[src/rtl/dsp_mac_sequencer.sv]
// rtl/dsp_mac_sequencer.sv - operand sequencer and result capture for a DSP48A1 MAC slice
module dsp_mac_sequencer #(
  parameter int N_TAPS   = 8,
  parameter int P_LAT    = 3,
  parameter int OP_ALIGN = 1
) (
  input  logic        CLK,
  input  logic        RST_N,
  input  logic        IN_VALID,
  output logic        IN_READY,
  input  logic [17:0] IN_A,
  input  logic [17:0] IN_B,
  output logic [17:0] DSP_A,
  output logic [17:0] DSP_B,
  output logic [7:0]  DSP_OPMODE,
  input  logic [47:0] DSP_P,
  output logic        OUT_VALID,
  input  logic        OUT_READY,
  output logic [47:0] OUT_DATA,
  output logic        BUSY
);

  // count must hold N_TAPS; drain counter must hold P_LAT+1 (it steps once more on the capture edge)
  localparam int CNT_W = $clog2(N_TAPS + 1);
  localparam int DRN_W = $clog2(P_LAT + 2);

  localparam logic [CNT_W-1:0] TAPS_C    = CNT_W'(N_TAPS);
  localparam logic [CNT_W-1:0] CNT_ONE   = CNT_W'(1);
  localparam logic [DRN_W-1:0] DRAIN_END = DRN_W'(P_LAT);
  localparam logic [DRN_W-1:0] DRN_ONE   = DRN_W'(1);

  // X=M, Z=0: starts a new sum. X=M, Z=P: adds the product (or 0 for a bubble) to P.
  localparam logic [7:0] OPM_FIRST = 8'h01;
  localparam logic [7:0] OPM_ACC   = 8'h09;

  typedef enum logic [1:0] {
    S_IDLE  = 2'd0,
    S_ACCUM = 2'd1,
    S_DRAIN = 2'd2,
    S_HOLD  = 2'd3
  } state_t;

  state_t state_q, state_d;

  logic [CNT_W-1:0]      count_q, count_d;
  logic [DRN_W-1:0]      drain_q, drain_d;
  logic [17:0]           dsp_a_q, dsp_a_d;
  logic [17:0]           dsp_b_q, dsp_b_d;
  logic [OP_ALIGN:0][7:0] op_pipe_q;
  logic [7:0]            opmode_d;
  logic [47:0]           out_data_q, out_data_d;
  logic                  out_valid_q, out_valid_d;

  logic in_ready;
  logic busy;
  logic capture;
  logic in_xfer;
  logic out_xfer;
  logic last_pair;
  logic drain_done;

  assign in_xfer    = IN_VALID & in_ready;
  assign out_xfer   = out_valid_q & OUT_READY;
  assign last_pair  = ((count_q + CNT_ONE) == TAPS_C);
  assign drain_done = (drain_q == DRAIN_END);

  // State register
  always_ff @(posedge CLK or negedge RST_N) begin
    if (!RST_N) begin
      state_q <= S_IDLE;
    end else begin
      state_q <= state_d;
    end
  end

  // Next-state: frame accumulates, waits out the slice pipeline, then holds the result
  always_comb begin
    state_d = state_q;
    case (state_q)
      S_IDLE: begin
        if (in_xfer) begin
          state_d = last_pair ? S_DRAIN : S_ACCUM;
        end
      end
      S_ACCUM: begin
        if (in_xfer && last_pair) begin
          state_d = S_DRAIN;
        end
      end
      S_DRAIN: begin
        if (drain_done) begin
          state_d = S_HOLD;
        end
      end
      S_HOLD: begin
        if (out_xfer) begin
          state_d = S_IDLE;
        end
      end
      default: state_d = S_IDLE;
    endcase
  end

  // State-decoded outputs; ready never looks at IN_VALID, only the FIRST opcode does
  always_comb begin
    in_ready = 1'b0;
    busy     = 1'b1;
    capture  = 1'b0;
    opmode_d = OPM_ACC;
    case (state_q)
      S_IDLE: begin
        in_ready = 1'b1;
        busy     = 1'b0;
        if (IN_VALID) begin
          opmode_d = OPM_FIRST;
        end
      end
      S_ACCUM: begin
        in_ready = 1'b1;
      end
      S_DRAIN: begin
        capture = drain_done;
      end
      S_HOLD: begin
        capture = 1'b0;
      end
      default: begin
        busy = 1'b1;
      end
    endcase
  end

  // Datapath next-state: issue pair or zero bubble, tap/drain counting, result capture
  always_comb begin
    count_d     = count_q;
    drain_d     = drain_q;
    dsp_a_d     = '0;
    dsp_b_d     = '0;
    out_data_d  = out_data_q;
    out_valid_d = out_valid_q;

    if (in_xfer) begin
      count_d = count_q + CNT_ONE;
      dsp_a_d = IN_A;
      dsp_b_d = IN_B;
    end else if (out_xfer) begin
      count_d = '0;
    end

    if (in_xfer && last_pair) begin
      drain_d = '0;
    end else if (state_q == S_DRAIN) begin
      drain_d = drain_q + DRN_ONE;
    end

    if (capture) begin
      out_data_d  = DSP_P;
      out_valid_d = 1'b1;
    end else if (out_xfer) begin
      out_valid_d = 1'b0;
    end
  end

  // Datapath registers
  always_ff @(posedge CLK or negedge RST_N) begin
    if (!RST_N) begin
      count_q     <= '0;
      drain_q     <= '0;
      dsp_a_q     <= '0;
      dsp_b_q     <= '0;
      out_data_q  <= '0;
      out_valid_q <= 1'b0;
    end else begin
      count_q     <= count_d;
      drain_q     <= drain_d;
      dsp_a_q     <= dsp_a_d;
      dsp_b_q     <= dsp_b_d;
      out_data_q  <= out_data_d;
      out_valid_q <= out_valid_d;
    end
  end

  // OPMODE is registered with its pair, then delayed to match the slice's A/B register stage
  always_ff @(posedge CLK or negedge RST_N) begin
    if (!RST_N) begin
      op_pipe_q <= '0;
    end else begin
      op_pipe_q[0] <= opmode_d;
      for (int i = 1; i <= OP_ALIGN; i++) begin
        op_pipe_q[i] <= op_pipe_q[i-1];
      end
    end
  end

  assign IN_READY   = in_ready;
  assign BUSY       = busy;
  assign DSP_A      = dsp_a_q;
  assign DSP_B      = dsp_b_q;
  assign DSP_OPMODE = op_pipe_q[OP_ALIGN];
  assign OUT_VALID  = out_valid_q;
  assign OUT_DATA   = out_data_q;

endmodule

[config.mk]
export PLATFORM = sky130hd
export DESIGN_NAME = dsp_mac_sequencer
export DESIGN_NICKNAME = d
export VERILOG_FILES = /design/src/rtl/dsp_mac_sequencer.sv
export SDC_FILE = /design/constraint.sdc
export NUM_CORES = 1
export LEC_CHECK = 0
export BUFFER_PORTS_ARGS = -buffer_cell sky130_fd_sc_hd__buf_2
export CAP_MARGIN = 20
export CORE_ASPECT_RATIO = 1.2
export CORE_MARGIN = 10
export CORE_UTILIZATION = 40
export DETAILED_ROUTE_END_ITERATION = 16
export PLACE_DENSITY_LB_ADDON = 0.25
export SYNTH_ARGS = -nofsm -noshare
export SYNTH_HDL_FRONTEND = slang
export SYNTH_SLANG_ARGS = --single-unit
[constraint.sdc]
create_clock -name CLK -period 1.71 [get_ports CLK]
set_clock_uncertainty 0.1 [all_clocks]
set_input_delay 0.171 -clock CLK [delete_from_list [all_inputs] [get_ports CLK]]
set_output_delay 0.171 -clock CLK [all_outputs]
set_load 0.05 [all_outputs]
==> results of run 1 <==
==> sequential cells by signal, summed over array words and instances, names as in the netlist <==
signal / flops
OUT_DATA: 48
DSP_A: 18
DSP_B: 18
count_q: 4
drain_q: 3
DSP_OPMODE: 2
op_pipe_q: 2
state_q: 2
OUT_VALID: 1
==> timing repair <==
action,CTS,global route
hold buffers,86,0
setup endpoints to repair,55,75
resized for setup,18,10
hold endpoints to repair,115,0
gates cloned,2,1
pin swaps,3,4
buffers inserted,4,2
==> routing by layer <==
layer | track usage | up-vias | wire length (um)
li1 | - | 1456 | -
met1 | 0.174 | 1522 | 4190
met2 | 0.324 | 87 | 6960
met3 | 0.0449 | 19 | 608
met4 | 0.0785 | 0 | 325
met5 | 0 | - | 0
==> cell type report <==
type | count | share of cell area
clock buffers | 10 | 0.0224
flip-flops and latches | 98 | 0.399
well taps | 120 | 0.0244
inverters | 8 | 0.00550
multi-input cells | 142 | 0.200
diodes | 1 | 0.000407
repair buffers | 287 | 0.339
clock inverters | 5 | 0.00896
==> worst reg2reg max path, cell delays in order (launching register included) <==
cell,delay [ns]
dfrtp_1,0.38
inv_2,0.07
ha_2,0.18
or2_4,0.27
and2_4,0.15
o211a_4,0.14
o21ai_4,0.15
mux2_4,0.31
==> worst paths after layout <==
| kind | slack [ns] | start | end |
|---|---|---|---|
| setup / recovery | -0.15 | state_q[1]$_DFFE_PN0P_ | state_q[1]$_DFFE_PN0P_ |
| hold / removal | 0.04 | IN_B[8] | DSP_B[8]$_DFF_PN0_ |
| setup reg to reg | -0.15 | state_q[1]$_DFFE_PN0P_ | state_q[1]$_DFFE_PN0P_ |
| hold reg to reg | 0.25 | op_pipe_q[0]$_DFF_PN0_ | DSP_OPMODE[0]$_DFF_PN0_ |
| max in group asynchronous | 0.75 | RST_N | DSP_A[17]$_DFF_PN0_ |
| min in group asynchronous | 0.20 | RST_N | OUT_DATA[41]$_DFFE_PN0P_ |
==> logic make-up (layout without fill, tap and decap cells) <==
kind of cell | count (synthesis) | in the layout
adders and majority gates | 9 | 9
DFF | 98 | 98
xor gates and xnor gates | 1 | 1
AOI/OAI and AO/OA | 17 | 17
other | 2 | 8
muxes | 51 | 51
buffers and inverters | 30 | 310
and+or+nand+nor | 57 | 57
==> cell usage in the layout (no fill, tap or decap), types with 2 or more instances in the layout <==
| cell type | count |
|---|---|
| clkbuf_8 | 10 |
| clkinv_2 | 2 |
| buf_4 | 15 |
| nor2_1 | 5 |
| o21ai_0 | 3 |
| and3_1 | 34 |
| buf_6 | 4 |
| ha_2 | 3 |
| and3_4 | 2 |
| buf_2 | 173 |
| inv_1 | 5 |
| inv_2 | 2 |
| o22ai_1 | 3 |
| mux2i_1 | 2 |
| ha_1 | 5 |
| mux2_2 | 48 |
| dlygate4sd3_1 | 86 |
| o21ai_1 | 3 |
| conb_1 | 7 |
| dfrtp_1 | 98 |
| buf_12 | 5 |
| clkinvlp_4 | 3 |
| nand2_1 | 9 |
==> report_power, final <==
| group | internal [mW] | leakage [nW] | switching [mW] |
|---|---|---|---|
| registers | 3.20 | 1.21 | 0.409 |
| clock network | 0.703 | 0.0942 | 0.777 |
| logic | 2.25 | 1.92 | 4.51 |
| total | 6.16 | 3.23 | 5.70 |
==> metrics by stage <==
step | instance area, um^2 | hold WS (ns) | power [mW]
6_report | 6140 | 0.0439 | 11.9
5_1_grt | 6140 | 0.00845 | 12.4
4_1_cts | 6070 | 0.00524 | 11.8
3_5_place_dp | 4860 | 0.0491 | 9.63
3_3_place_gp | 4860 | 0.0468 | 9.49
2_1_floorplan | 3800 | -0.225 | 8.03
==> summary.md, run 1 <==
| Metric | Value |
|---|---|
| CP max FO | 3 |
| Final ANT Viol Nets | 0 |
| Minimum clock period | 1.86 ns |
| Port bufs | 176 |
| Num Clock Sinks | just under 100 |
| Initial antenna violation count | 1 |
| Adder-Cell Fraction of Synth Area | 0.0300 |
| Avg WL per Cell | roughly 18 um |
| Leading area contributor after synthesis | dfrtp_1 |
| H-tree depth | 3 |
| Hold Vio Cnt, Final | 0 |
| Dpl ws | -0.124 ns |
| Compound-Gate Fraction of Synth Area | 0.0314 |
| Async S/R FF share, synth | 1.00 |
| First-pass GRT wire length | about 18,000 um |
| CTS tree | built |
| Vias in the first global route | roughly 3,400 |
| Largest family of logic cells by synthesized area | multiplexers |
| Setup_tns | -0.403 ns |
| Row count | 38 |
| DP Wirelength | a little under 8000 um |
| Max cap viols | 0 |
| Count leader, synth | dfrtp_1 |
| Post-synthesis simple-gate area fraction | 0.0861 |
| Crit path kind | reg -> reg |
| FF/Latch Area | 2450 um^2 |
| Worst path max stage delay | 0.38 ns |
| Area of the die | roughly 14,000 um^2 |
| Peak VDD IR | 0.00101 V |
| CTS clk-pin slew, worst paths | approximately 0.090 ns |
| Layout Cells excl Fill | 671 |
| Final WS setup | -0.153 ns |
| GPL Wtd Cong | 0.750 |
| Fin nets | approximately 640 |
| Mux contribution to synthesized area | 0.153 |
| Area of the multi-input gates | 1230 um^2 |
| Area share of the largest cell type after synthesis | 0.654 |
| Levels on crit path | 7 |
| FF-to-FF path depth | 7 |
| Via count | 3,084 |
| Post-synth top flop | dfrtp_1 |
| Commonest cells in the netlist | dfrtp_1, mux2_2, and3_1, nand2_1 |
| Worst-Skew Late Latency | 0.36 ns |
| Vias/cell | around 4.6 |
| Synthesized area | around 3700 um^2 |
| Post-synth EDFFs | 0 |
| Core area | 9080 um^2 |
| Yosys cell types | 29 |
| Top post-synthesis cells by area | dfrtp_1, mux2_2, and3_1 |
| PwrDens | 1930 nW/um^2 |
| Hold/Removal Path Class | in -> reg |
| Die H | 126 um |
| Die width | 108 um |
| Synthesized flop and latch total | 98 |
| Layout cells sized above 1 | 0.513 |
| Leak | 3.23 nW |
| Cts bufs inserted | 9 |
| Post-Synth XOR/XNOR Area | 0.00234 |
| CP required | 1.86 ns |
| Fillers | 668 |
| Crit path DAT | 2.01 ns |
| Gr ovfl total | 0 |
| Util after Layout | 0.676 |
| Layout area overhead | 63.8% |
| Clock Path Buffers | 2 |
| Slew Viols, Final | 0 |
| Inst Count DP | 560 |
| # DRC | 0 |
| Hold path depth | 2 |
| Clock root buffer | clkbuf_8 |
| Violated checks | setup timing |
| Drt first-iter violations | roughly 180 |
| CP Buf/Inv Count | 1 |
| Setup crit end kind | flop |
| Post-Route WL | 12,100 um |
| Tcrit/Tclk final | 1.09 |
| Max stage delay cell, worst path | dfrtp_1 |
| RSZ-0062 raised after global routing | yes |
| Status | finished, violations left |
| Starting density of the core | 0.413 |
| Tot GR Track Use | 0.174 |
| Crit-path cells | inv_2 -> ha_2 -> or2_4 -> and2_4 -> o211a_4 -> o21ai_4 -> mux2_4 |
| Final setup viols | 10 |
| TritonRoute pass-1 iters | 4 |
| Top delay family on crit path | simple AND/OR/NAND/NOR gates |
| Boundary pin count | between 150 and 200 |
| Synth Area per Inst | roughly 14 um^2 |
| Largest net degree at the start of global routing | 39 |
| Worst Setup Start Kind | flop |
| Cells after Synth | 265 |
| Yosys warning count | 0 |
| Seq/Total Area, Yosys | 0.654 |
| Highest Clock Rate | 537 MHz |
Note: power is estimated with default switching activity, not from simulation.
==> inputs of run 2 (changes only) <==
--- a/config.mk
+++ b/config.mk
@@ -15,3 +15,4 @@
 export SYNTH_ARGS = -nofsm -noshare
 export SYNTH_HDL_FRONTEND = slang
 export SYNTH_SLANG_ARGS = --single-unit
+export TNS_END_PERCENT = 50
==> summary.md, run 2 (same netlist as run 1, synthesis figures left out) <==
| Metric | Value |
|---|---|
| Tcrit/Tclk final | 1.09 |
| Worst-Skew Late Latency | around 0.36 ns |
| Num Clock Sinks | 98 |
| Hold Vio Cnt, Final | 0 |
| Metal-1 WL | 4210 um |
| DP Wirelength | between 7000 and 8000 um |
| Final WS setup | -0.156 ns |
| FF-to-FF path depth | 7 |
| Initial antenna violation count | 1 |
| Peak VDD IR | 0.00101 V |
| # DRC | 0 |
| Min Hold Slack | around 0.044 ns |
| Worst reg2reg path endpoint | state_q[1]$_DFFE_PN0P_ |
| Starting density of the core | 0.413 |
| Layout area overhead | 64.3% |
| CTS tree | built |
| Layout cells sized above 1 | 0.513 |
| Fillers | 663 |
| FF/Latch Area | between 2000 and 2500 um^2 |
| Leak | 3.22 nW |
| Row count | 38 |
| Post-Route WL | 12,100 um |
| Crit path from | state_q[1]$_DFFE_PN0P_ |
| Crit path DAT | 2.01 ns |
| Drt first-iter violations | 172 |
| CP max FO | 3 |
| Die width | 108 um |
| Fin nets | 643 |
| Setup crit end kind | flop |
| Violated checks | setup timing |
| Slew Viols, Final | 0 |
| Die H | 126 um |
| Via count | slightly above 3,000 |
| Worst Setup Start Kind | flop |
| Tot GR Track Use | 0.174 |
| Avg WL per Cell | 18.0 um |
| H-tree depth | 3 |
| Max Used Layer | met4 |
| Met2 routed WL | 6950 um |
| Crit path kind | reg -> reg |
| Clock Path Buffers | 2 |
| First-pass GRT wire length | 18,400 um |
| Cts bufs inserted | 9 |
| Area of the die | 13,700 um^2 |
| Core area | 9080 um^2 |
| Port bufs | between 150 and 200 |
| Largest register FFs | 48 |
| Highest Clock Rate | 536 MHz |
| GPL Wtd Cong | 0.750 |
| Status | finished, violations left |
| RSZ-0062 raised after global routing | yes |
| Worst Setup EP | state_q[1]$_DFFE_PN0P_ |
| CP required | approximately 1.9 ns |
| CTS clk-pin slew, worst paths | 0.09 ns |
| Gr ovfl total | 0 |
| Dpl ws | -0.124 ns |
| Metal3 WL | around 600 um |
| Worst R2R Start | state_q[1]$_DFFE_PN0P_ |
| Vias in the first global route | approximately 3,400 |
| Leading cell types in the layout, fill and taps excluded | buf_2, dfrtp_1, dlygate4sd3_1 |
| Hold/Removal Path Class | in -> reg |
| Largest net degree at the start of global routing | 39 |
| Final ANT Viol Nets | 0 |
| Reg2reg setup slack | -0.16 ns |
| Area of the multi-input gates | between 1000 and 1500 um^2 |
| PwrDens | 1930 nW/um^2 |
| Minimum clock period | 1.87 ns |
| Final setup viols | 3 |
| Commonest non-fill, non-tap cell in the layout | buf_2 |
| Vias/cell | approximately 4.6 |
| TritonRoute pass-1 iters | 4 |
| Pwr Total | 11.9 mW |
| Max cap viols | 0 |
| Clock root buffer | clkbuf_8 |
| Boundary pin count | 183 |
[run 2: cell types whose count changed in the layout (fill, tap and decap cells not counted)]
cell and change:
buf_6 -2, nand2_8 +1, nand2_4 -1, buf_8 +2
[run 2: worst min-delay path by stage]
stage | slack [ns] | from | endpoint | cells past startpoint
4_1_cts | 0.005 | IN_B[8] | DSP_B[8]$_DFF_PN0_ | 2
3_5_place_dp | 0.05 | RST_N | OUT_DATA[40]$_DFFE_PN0P_ | 1
2_1_floorplan | -0.22 | RST_N | DSP_A[0]$_DFF_PN0_ | 0
6_report | 0.04 | IN_B[8] | DSP_B[8]$_DFF_PN0_ | 2
3_3_place_gp | 0.05 | RST_N | OUT_DATA[38]$_DFFE_PN0P_ | 1
5_1_grt | 0.008 | IN_B[8] | DSP_B[8]$_DFF_PN0_ | 2
[run 2: final cells by class]
type | count | share of cell area
Clock inverter | 5 | 0.00894
Multi-Input combinational cell | 142 | 0.201
Clock buffer | 10 | 0.0223
Antenna cell | 1 | 0.000406
Timing Repair Buffer | 287 | 0.340
Sequential cell | 98 | 0.398
Inverter | 8 | 0.00548
Tap cell | 120 | 0.0244
[run 2: critical path, stage by stage (launching register included)]
cell and delay, ns:
dfrtp_1 0.38, inv_2 0.07, ha_2 0.18, or2_4 0.27, and2_4 0.15, o211a_4 0.14
o21ai_4 0.15, mux2_4 0.31
[run 2: stage by stage]
stage	setup TNS (ns)	std cells	area, um^2	util
CTS	-0.333	667	6070	0.668
global placement	-0.672	560	4860	0.536
detailed placement	-1.87	560	4860	0.536
finish	-0.377	671	6160	0.678
global route	-2.22	671	6160	0.678
floorplan	-0.366	270	3800	-
[run 2: routing by layer]
metal / track usage / vias to the layer above
li1: - / 1456
met1: 0.174 / 1515
met2: 0.324 / 89
met3: 0.0449 / 19
met4: 0.0785 / 0
met5: 0 / -
[run 2: timing repair]
action,CTS,global route
buffers inserted,4,2
hold buffers,86,0
gates resized for setup,17,14
pin swaps,2,4
hold endpoints to repair,115,0
endpoints found under the setup margin,55,75
cloned,2,1
[run 2: where the power goes]
part / internal (mW) / total [mW] / switching [mW] / leakage, nW
combinational: 2.26 / 6.79 / 4.53 / 1.91
sequential: 3.20 / 3.61 / 0.410 / 1.21
clock: 0.703 / 1.48 / 0.779 / 0.0942
==> inputs of run 3 (changes only) <==
==> constraint.sdc (replaced) <==
create_clock -name CLK -period 1.71 [get_ports CLK]
set_clock_uncertainty 0.1 [all_clocks]
set_input_delay 0.0855 -clock CLK [delete_from_list [all_inputs] [get_ports CLK]]
set_output_delay 0.0855 -clock CLK [all_outputs]
set_load 0.05 [all_outputs]
==> summary.md, run 3 (same netlist as run 1, synthesis figures left out) <==
| Metric | Value |
|---|---|
| Minimum clock period | ~1.8 ns |
| Num Clock Sinks | 98 |
| CTS tree | built |
| CP max FO | 3 |
| Commonest non-fill, non-tap cell in the layout | buf_2 |
| Net Sw Frac | 0.489 |
| Crit path kind | reg -> reg |
| Port bufs | 176 |
| Final ANT Viol Nets | 0 |
| TritonRoute pass-1 iters | 4 |
| RSZ-0062 raised after global routing | yes |
| Post-Route WL | 12,200 um |
| Die H | between 100 and 150 um |
| Worst Setup Start Kind | flop |
| Dpl ws | -0.120 ns |
| Seq pwr share | 0.314 |
| PwrDens | 1870 nW/um^2 |
| Final WS setup | -0.107 ns |
| H-tree depth | 3 |
| Clock root buffer | clkbuf_8 |
| Initial antenna violation count | 1 |
| Die width | 108 um |
| GPL Wtd Cong | 0.760 |
| Violated checks | setup timing |
| Crit path from | state_q[0]$_DFFE_PN0P_ |
| Hold Vio Cnt, Final | 0 |
| Peak VDD IR | 0.000852 V |
| Worst R2R Start | state_q[0]$_DFFE_PN0P_ |
| Worst-Skew Late Latency | 0.34 ns |
| Layout area overhead | 64.8% |
| Largest net degree at the start of global routing | 39 |
| Row count | 38 |
| Highest Clock Rate | 550 MHz |
| Vias in the first global route | 3,443 |
| CP required | 1.85 ns |
| First-pass GRT wire length | 18,300 um |
| Max cap viols | 0 |
| Largest register FFs | 48 |
| Cts bufs inserted | 9 |
| # DRC | 0 |
| Core area | 9080 um^2 |
| Boundary pin count | 183 |
| Clock Path Buffers | 2 |
| DP Wirelength | 7850 um |
| Area of the die | 13,700 um^2 |
| Avg WL per Cell | 18.1 um |
| Hold/Removal Path Class | in -> async |
| Leak | around 3.3 nW |
| CTS clk-pin slew, worst paths | roughly 0.09 ns |
| Sw power | roughly 5.6 mW |
| Starting density of the core | 0.413 |
| Setup_tns | -0.141 ns |
| Comb pwr share | 0.563 |
| Final setup viols | 2 |
| Leading cell types in the layout, fill and taps excluded | buf_2, dfrtp_1, dlygate4sd3_1 |
| Cell-internal power | 5.90 mW |
| Gr ovfl total | 0 |
| Tot GR Track Use | 0.171 |
| Status | finished, violations left |
| Via count | 3,119 |
| Clock share of power | 0.122 |
| Crit path DAT | around 2.0 ns |
| Drt first-iter violations | about 160 |
| Layout cells sized above 1 | 0.509 |
| Vias/cell | approximately 4.6 |
| Slew Viols, Final | 0 |
| Fin nets | 644 |
| Setup crit end kind | flop |
| Tcrit/Tclk final | 1.06 |
run 3: changes by cell type in the layout (fill, tap and decap cells not counted), sizes merged:
| cell | delta |
|---|---|
| clkbuf | +4 |
| clkinvlp | -2 |
| bufbuf | -1 |
| dlygate4sd3 | +1 |
run 3: area by class of cell:
class                      count  area (um^2)
sequential                    98         2450
multi-input combinational    142         1270
clock inverter                 3         40.0
tap                          120          150
inverter                       8         33.8
antenna                        1         2.50
timing repair buffer         288         2090
fill                         667         2900
clock buffer                  13          139
run 3: per-layer routing:
layer,wire length [um],vias to the layer above,GRT usage
li1,-,1454,-
met1,4150,1538,0.175
met2,7020,108,0.322
met3,698,19,0.0321
met4,307,0,0.0777
met5,0,-,0
run 3: what timing repair did:
item,in CTS,in global routing
buffers inserted,3,0
pin swaps,3,2
cloned,2,2
setup endpoints to repair,38,58
resized for setup,13,15
hold endpoints to repair,186,0
hold buffers,87,0
run 3: critical path, cell delays in order, from the launching register on:
cell	delay, ns
dfrtp_1	0.40
inv_2	0.07
ha_4	0.15
or2_4	0.25
and2_4	0.14
o211a_4	0.14
o21ai_4	0.15
mux2_4	0.31
run 3: through the flow:
| stage | cell area, um^2 | total power, mW | util | hold slack, ns | std cells |
|---|---|---|---|---|---|
| finish | 6180 | 11.5 | 0.680 | 0.0743 | 673 |
| global route | 6180 | 12.1 | 0.680 | 0.0917 | 673 |
| CTS | 6080 | 11.4 | 0.669 | 0.0519 | 670 |
| detailed placement | 4880 | 9.66 | 0.537 | -0.0961 | 562 |
| global placement | 4880 | 9.52 | 0.537 | -0.101 | 562 |
| floorplan | 3800 | 8.03 | - | -0.310 | 270 |
run 3: power by group through the flow:
stage                     combinational (mW)  clock [mW]  sequential [mW]
after floorplan                         1.62           0             6.41
after global placement                  5.92           0             3.60
after detailed placement                6.02           0             3.64
after CTS                               6.38        1.45             3.59
after global routing                    6.83        1.55             3.73
final                                   6.50        1.41             3.63
run 3: worst paths after layout:
path	endpoint	slack (ns)	depth (start not counted)
min in group CLK	DSP_OPMODE[3]$_DFF_PN0_	0.26	0
min reg2reg	DSP_OPMODE[3]$_DFF_PN0_	0.26	0
min	OUT_DATA[41]$_DFFE_PN0P_	0.07	2
max	state_q[1]$_DFFE_PN0P_	-0.11	7
max in group asynchronous	DSP_B[1]$_DFF_PN0_	0.73	3
max reg2reg	state_q[1]$_DFFE_PN0P_	-0.11	7
